`src/rtl/mem_stage.sv`:
```
// Memory-access stage: launches one valid/ready bus transaction per load/store and formats store lanes and load data.
// Latency: at least 3 cycles per access (launch, BUSY until ready or timeout, DONE).
// Backpressure: stall_o holds the front of the pipeline from launch until DONE; a slow slave only lengthens BUSY.
module mem_stage #(
    parameter int TIMEOUT = 16
) (
    input  logic        clk,
    input  logic        rst,
    input  logic        valid_i,
    input  logic        memread_i,
    input  logic        memwrite_i,
    input  logic [2:0]  funct3_i,
    input  logic [31:0] res_i,
    input  logic [31:0] sdata_i,
    output logic        bus_req_o,
    output logic        bus_we_o,
    output logic [31:0] bus_addr_o,
    output logic [31:0] bus_wdata_o,
    output logic [3:0]  bus_wstrb_o,
    input  logic        bus_ready_i,
    input  logic [31:0] bus_rdata_i,
    output logic [31:0] ld_data_o,
    output logic [31:0] res_o,
    output logic        stall_o,
    output logic        misalign_o,
    output logic        err_o
);

    localparam int CW = (TIMEOUT > 1) ? $clog2(TIMEOUT) : 1;
    localparam logic [CW-1:0] CNT_LAST = CW'(TIMEOUT - 1);

    typedef enum logic [1:0] {IDLE, BUSY, DONE} state_t;

    state_t        state, state_nxt;
    logic          acc, is_w, is_h, launch, ready_hit, timeout_hit;
    logic [1:0]    off_q;
    logic [2:0]    f3_q;
    logic [CW-1:0] cnt;
    logic [31:0]   wdata_fmt;
    logic [3:0]    wstrb_fmt;

    function automatic logic [31:0] load_fmt(input logic [31:0] w, input logic [1:0] o,
                                             input logic [2:0] f);
        logic [31:0] sh;
        sh = w >> {o, 3'b000};
        case (f)
            3'b000:  load_fmt = {{24{sh[7]}}, sh[7:0]};
            3'b001:  load_fmt = {{16{sh[15]}}, sh[15:0]};
            3'b100:  load_fmt = {24'b0, sh[7:0]};
            3'b101:  load_fmt = {16'b0, sh[15:0]};
            default: load_fmt = w;
        endcase
    endfunction

    assign acc         = valid_i & (memread_i | memwrite_i);
    assign is_w        = (funct3_i == 3'b010);
    assign is_h        = (funct3_i[1:0] == 2'b01);
    assign misalign_o  = acc & ((is_w & (|res_i[1:0])) | (is_h & res_i[0]));
    assign launch      = (state == IDLE) & acc & ~misalign_o;
    assign ready_hit   = (state == BUSY) & bus_ready_i;
    assign timeout_hit = (state == BUSY) & ~bus_ready_i & (cnt == CNT_LAST);
    assign res_o       = res_i;

    always_comb begin
        wdata_fmt = sdata_i;
        wstrb_fmt = 4'b1111;
        case (funct3_i)
            3'b000: begin
                wdata_fmt = {4{sdata_i[7:0]}};
                wstrb_fmt = 4'b0001 << res_i[1:0];
            end
            3'b001: begin
                wdata_fmt = {2{sdata_i[15:0]}};
                wstrb_fmt = res_i[1] ? 4'b1100 : 4'b0011;
            end
            default: ;
        endcase
    end

    always_ff @(posedge clk or posedge rst) begin
        if (rst) state <= IDLE;
        else     state <= state_nxt;
    end

    always_comb begin
        state_nxt = state;
        case (state)
            IDLE:    if (launch) state_nxt = BUSY;
            BUSY:    if (ready_hit || timeout_hit) state_nxt = DONE;
            default: state_nxt = IDLE;
        endcase
    end

    // Gated by rst so the front of the pipeline is released while reset is held.
    always_comb begin
        stall_o = 1'b0;
        case (state)
            IDLE:    stall_o = launch & ~rst;
            BUSY:    stall_o = ~rst;
            default: stall_o = 1'b0;
        endcase
    end

    always_ff @(posedge clk or posedge rst) begin
        if (rst) begin
            bus_req_o   <= 1'b0;
            bus_we_o    <= 1'b0;
            bus_addr_o  <= 32'b0;
            bus_wdata_o <= 32'b0;
            bus_wstrb_o <= 4'b0;
            ld_data_o   <= 32'b0;
            err_o       <= 1'b0;
            cnt         <= '0;
            off_q       <= 2'b0;
            f3_q        <= 3'b0;
        end else begin
            if (launch) begin
                bus_req_o   <= 1'b1;
                bus_we_o    <= memwrite_i;
                bus_addr_o  <= {res_i[31:2], 2'b00};
                bus_wdata_o <= wdata_fmt;
                bus_wstrb_o <= memwrite_i ? wstrb_fmt : 4'b0000;
                off_q       <= res_i[1:0];
                f3_q        <= funct3_i;
                err_o       <= 1'b0;
                cnt         <= '0;
            end
            if (ready_hit) begin
                bus_req_o <= 1'b0;
                ld_data_o <= load_fmt(bus_rdata_i, off_q, f3_q);
                err_o     <= 1'b0;
            end else if (timeout_hit) begin
                bus_req_o <= 1'b0;
                ld_data_o <= 32'b0;
                err_o     <= 1'b1;
            end else if (state == BUSY) begin
                cnt <= cnt + CW'(1);
            end
            if (state == DONE) cnt <= '0;
        end
    end

endmodule

```
`config.mk`:
```
export PLATFORM = sky130hd
export DESIGN_NAME = mem_stage
export DESIGN_NICKNAME = d
export VERILOG_FILES = /design/src/rtl/mem_stage.sv
export SDC_FILE = /design/constraint.sdc
export NUM_CORES = 1
export LEC_CHECK = 0
export CORE_AREA = 2 2 84 166
export CTS_CLUSTER_DIAMETER = 120
export DETAILED_ROUTE_END_ITERATION = 8
export DIE_AREA = 0 0 86 168
export GPL_TIMING_DRIVEN = 0
export MAX_ROUTING_LAYER = met4
export PLACE_DENSITY = 0.83
export SLEW_MARGIN = 0
export SYNTH_ARGS = -nofsm -noshare
export SYNTH_HDL_FRONTEND = slang
export SYNTH_SLANG_ARGS = --single-unit
```
`constraint.sdc`:
```
create_clock -name clk -period 5.36 [get_ports clk]
set_input_delay 1.072 -clock clk [delete_from_list [all_inputs] [get_ports clk]]
set_output_delay 1.072 -clock clk [all_outputs]
set_load 0.05 [all_outputs]
```
# ---- Word-level counts from Yosys, hierarchy flattened
# Cells that the tools add are included.
dict set report totals {
  elab_cells 70
  output_inout_bits 137
  regBits 112
}
dict set report op_classes {
  n_mux 22
  bitwise 15
  n_reduce_logical 8
  eq_ne 11
  shifts 2
  addsub 1
}
# op n
set ops {}
lappend ops {{$pmux 32 s4} 1}
lappend ops {{$mux 32} 2}
lappend ops {{$pmux 32 s2} 1}
lappend ops {{$shr 32x5->16} 1}
lappend ops {{$mux 4} 7}
lappend ops {{$and 1x1->1} 10}
lappend ops {{$pmux 4 s2} 1}
lappend ops {{$eq 3x1->1 const B} 2}
lappend ops {{$eq 3x3->1 const B} 2}
lappend ops {{$logic_not 3->1} 2}
lappend ops {{$mux 1} 6}
lappend ops {{$add 4x1->4 const B} 1}
lappend ops {{$eq 2x1->1 const B} 2}
lappend ops {{$eq 4x4->1 const B} 1}
lappend ops {{$mux 2} 2}
lappend ops {{$pmux 2 s2} 1}
lappend ops {{$shl 1x2->4 const A} 1}
lappend ops {{$eq 3x2->1 const B} 1}
lappend ops {{$not 1->1} 3}
lappend ops {{$reduce_bool 3->1} 1}
lappend ops {{$eq 2x2->1 const B} 1}
lappend ops {{$logic_not 2->1} 1}
lappend ops {{$ne 2x1->1 const B} 1}
lappend ops {{$ne 2x2->1 const B} 1}
lappend ops {{6 further kinds} 7}

# ---- Logic depth before layout (Yosys ltp)
dict set report logic_depth {
  word_depth 11
  mapped_depth 7
  ltp_nobuf 5
}

# ---- Worst setup path before layout
# Ideal clock, no wire load.
dict set report synth_path {
  path_type {in2out}
  start {input port funct3_i[0]}
  end {output port misalign_o}
  path_stages 4
  required_time_ns 4.288
  arrival_time_ns 2.442
  slack_ns 1.846
  cell_sequence {buf_2 > nand2b_1 > o31ai_2 > nor2b_1}
}
dict set report synth_via {
  elab_chain_cells 4
  word_cells_on_any_way 6
  classes_between {eq/ne: 2; bitwise: 4}
}
# item line
set synth_lines {}
lappend synth_lines {{from (decl)} 12} ;# input logic [2:0] funct3_i,
lappend synth_lines {{$eq 3x2->1 / $eq 2x1->1 (equally long branches)} {56, 57}}
lappend synth_lines {{$and 1x1->1} 58} ;# assign misalign_o = acc & ((is_w & (|res_i[1:0])) | (is_h & res_i[0]));
lappend synth_lines {{$or 1x1->1 (*)} 58}
lappend synth_lines {{$and 1x1->1 (*)} 58}
lappend synth_lines {{to (decl)} 25} ;# output logic misalign_o,
# Mark *: on every way between the ends. The rest lies on a longest branch, timed or not.

# ---- Final worst setup path
dict set report layout_path {
  start {input port res_i[0]}
  end {output port stall_o}
}
dict set report layout_via {
  elab_chain_cells 8
  word_cells_on_any_way 9
  classes_between {mux: 1; bitwise: 7; reduce/logical: 1}
}
# item line
set layout_lines {}
lappend layout_lines {{from (decl)} 13} ;# input logic [31:0] res_i,
lappend layout_lines {{$reduce_or 2->1} 58}
lappend layout_lines {{$and 1x1->1} 58}
lappend layout_lines {{$or 1x1->1 (*)} 58}
lappend layout_lines {{$and 1x1->1 (*)} 58}
lappend layout_lines {{$not 1->1 (*)} 59} ;# assign launch = (state == IDLE) & acc & ~misalign_o;
lappend layout_lines {{$and 1x1->1 (*)} 59}
lappend layout_lines {{$and 1x1->1 (*)} 98} ;# IDLE: stall_o = launch & ~rst;
lappend layout_lines {{$pmux 1 s2 (*)} 97} ;# case (state)
lappend layout_lines {{to (decl)} 24} ;# output logic stall_o,
# Marks and branches as above.

==> reports/qor.yml <==
status: "finished, final reports clean"
worstMarginPinSlew_ns: 1.08
insertion_delay_ns: 0.35
core-area_um2: 13300
clockBufferDepth: 2
slew_violations: 0
grt_overflow: 0
instances_no_fill: 901
drive_gt1_frac: 0.198
cts_tree: "yes"
layout_setup_ws_ns: 0.588
synthAdderAreaFrac: 0.00226
finalHoldViolCount: 0
crit_chain: "clkdlybuf4s50_1 > nor2_1 > o31ai_2 > nor4_4 > buf_2 > o21a_1 > clkdlybuf4s50_1"
final_util: 0.635
cts_resized: 0
rows: 60
antenna_left: 0
grt_usage: 0.241
via_per_inst: 5.33
wl_per_cell_um: 18.5
ctsHoldBuffers: 0
synth_xor_area_frac: 0
netlist_area_um2: 5530
final_nets: 847
power.density_nw_per_um2: 552
required_ns: 4.29
synthDistinctLibCells: 39
synth_simple_gate_area_frac: 0.0742
setup_viol: 0
worstPathArrival_ns: 3.70
drv_cap: 0
layout_commonest_cell: "clkdlybuf4s50_1"
drt-total-wl_um: 16700
path_clk_slew_ns: 0.08
crit_type: "primary input to output pin"
grt_pass1_vias: 5126
netlist.area_leader.share: 0.507
die-area_um2: 14400
dp_slack_ns: 0.563
io_pins: 242
p_leak_uw: 0.00355
timing.hold.ws_ns: 0.481
yosysWarnings: 0
rsz0062_at_grt: "no"
die_x_um: 86
grt_max_degree: 66
num_vias: 4806
syn_inst: 490
max_freq_mhz: 210
synth_area_leaders: "dfrtp_1 51%, mux2_2 16%, buf_4 4.6%, mux2i_1 3.8%, a21oi_1 3.3%"
syn-mean-instance-area_um2: 11.3
diodes: 0
layout.cells.most_common_list: "238 x clkdlybuf4s50_1, 112 x dfrtp_1, 80 x mux2_2"
max_stage_delay_ns: 0.82
ys_seq_area_frac: 0.507
numCtsBuffers: 9
fin_crit_sh: 0.890
cts.sinks: 112
fin_crit_ns: 4.77
hpwl_um: 12600
slowest_stage: "clkdlybuf4s50_1"
drc: 0
fin_skew_ns: 0.0119
area_delta_synth_final_pct: 52.5
synth-compound-area-share: 0.123
h-tree-depth: 3
portBuffers: 238
synth-seq-cells: 112
cpMostUsedCell: "clkdlybuf4s50_1"
antenna_found_initial: 0
drtPass1Iterations: 5
relSlewSlack: 0.280
drtIter0Drc: 225
start_kind: "primary input"
ir_drop_v: 0.000261
min_path_type: "flop to flop"
place_inst: 885
post-cts-setup-buffers: 0
die_h_um: 168
root_buffer: "clkbuf_16"
crit_fanout: 10
initial_core_util: 0.416
synth_top_family_by_area: "multiplexers"
gp_congestion: 0.875
grt_pass1_wl_um: 26500
synthMuxAreaShare: 0.217
yosysTopAreaCell: "dfrtp_1"
critPathCaptureType: "output pin"
final cells by class:
class / count / area [µm²]
fill: 1053 / 4850
buffer: 63 / 392
inverter: 8 / 32.5
tap: 155 / 194
sequential: 112 / 2800
multi-input combinational: 308 / 2310
timing repair buffer: 239 / 2410
clock inverter: 5 / 40.0
clock buffer: 11 / 253
critical path: cells and delay by family:
family | cells | cell delay (ns)
buffers and inverters | 3 | 1.69
AND/OR/NAND/NOR | 2 | 0.65
AO/OA/AOI/OAI | 2 | 0.27
cell usage after synthesis, drive strengths merged:
library cell,n
buf,49
mux2,86
nand3,4
a21oi,37
nand2b,10
nand2,26
conb,1
a31oi,2
o31ai,1
o21ai,37
o2bb2ai,6
mux2i,21
nor2,32
mux4,1
ha,1
nor4b,1
nand3b,2
a21boi,2
nand4,1
nor4,1
and2,1
dfrtp,112
nor2b,5
a22o,18
o21a,2
nor3,2
clkbuf,14
a22oi,1
a21o,2
a32o,1
and3,1
inv,8
o22ai,2
registers in the layout, summed over array words and instances, names as in the netlist:
name	count
bus_wdata_o	32
off_q	2
bus_req_o	1
cnt	4
bus_we_o	1
err_o	1
f3_q	3
bus_addr_o	30
bus_wstrb_o	4
state	2
ld_data_o	32
path summary, 6_finish.rpt:
path                          startpoint             end  slack [ns]  cells past startpoint
max                             res_i[0]         stall_o        0.59                      7
min                        ld_data_o[10]   ld_data_o[10]        0.48                      2
max reg2reg                       cnt[0]   ld_data_o[13]        3.28                      6
min reg2reg                ld_data_o[10]   ld_data_o[10]        0.48                      2
max in group asynchronous            rst  bus_addr_o[26]        3.45                      3
min in group asynchronous            rst  bus_addr_o[28]        1.19                      2
cell families after synthesis:
logic type / after synthesis
flops: 112
other cells: 1
compound gates: 111
mux: 108
fa+ha+maj: 1
simple gates: 86
buf+inv: 71
layer usage:
| layer | share of wire | global-route usage |
|---|---|---|
| met3 | 0.093 | 0.0637 |
| met5 | 0 | - |
| met1 | 0.40 | 0.294 |
| met2 | 0.49 | 0.392 |
| met4 | 0.021 | 0.0649 |
stage by stage:
| stage | cell area (µm²) | power (µW) | TNS, ns |
|---|---|---|---|
| after detailed placement | 8140 | 4010 | 0 |
| after global routing | 8440 | 4880 | 0 |
| after CTS | 8440 | 4690 | 0 |
| after floorplan | 5540 | 3080 | 0 |
| after global placement | 8110 | 3960 | -41.30 |
| final | 8440 | 4660 | 0 |
power breakdown:
part           switching, µW  internal [µW]  total (µW)
clock network            317            344         661
registers                187           1160        1350
logic                   1690            956        2650
No activity file was read; power rests on OpenSTA's default activity.
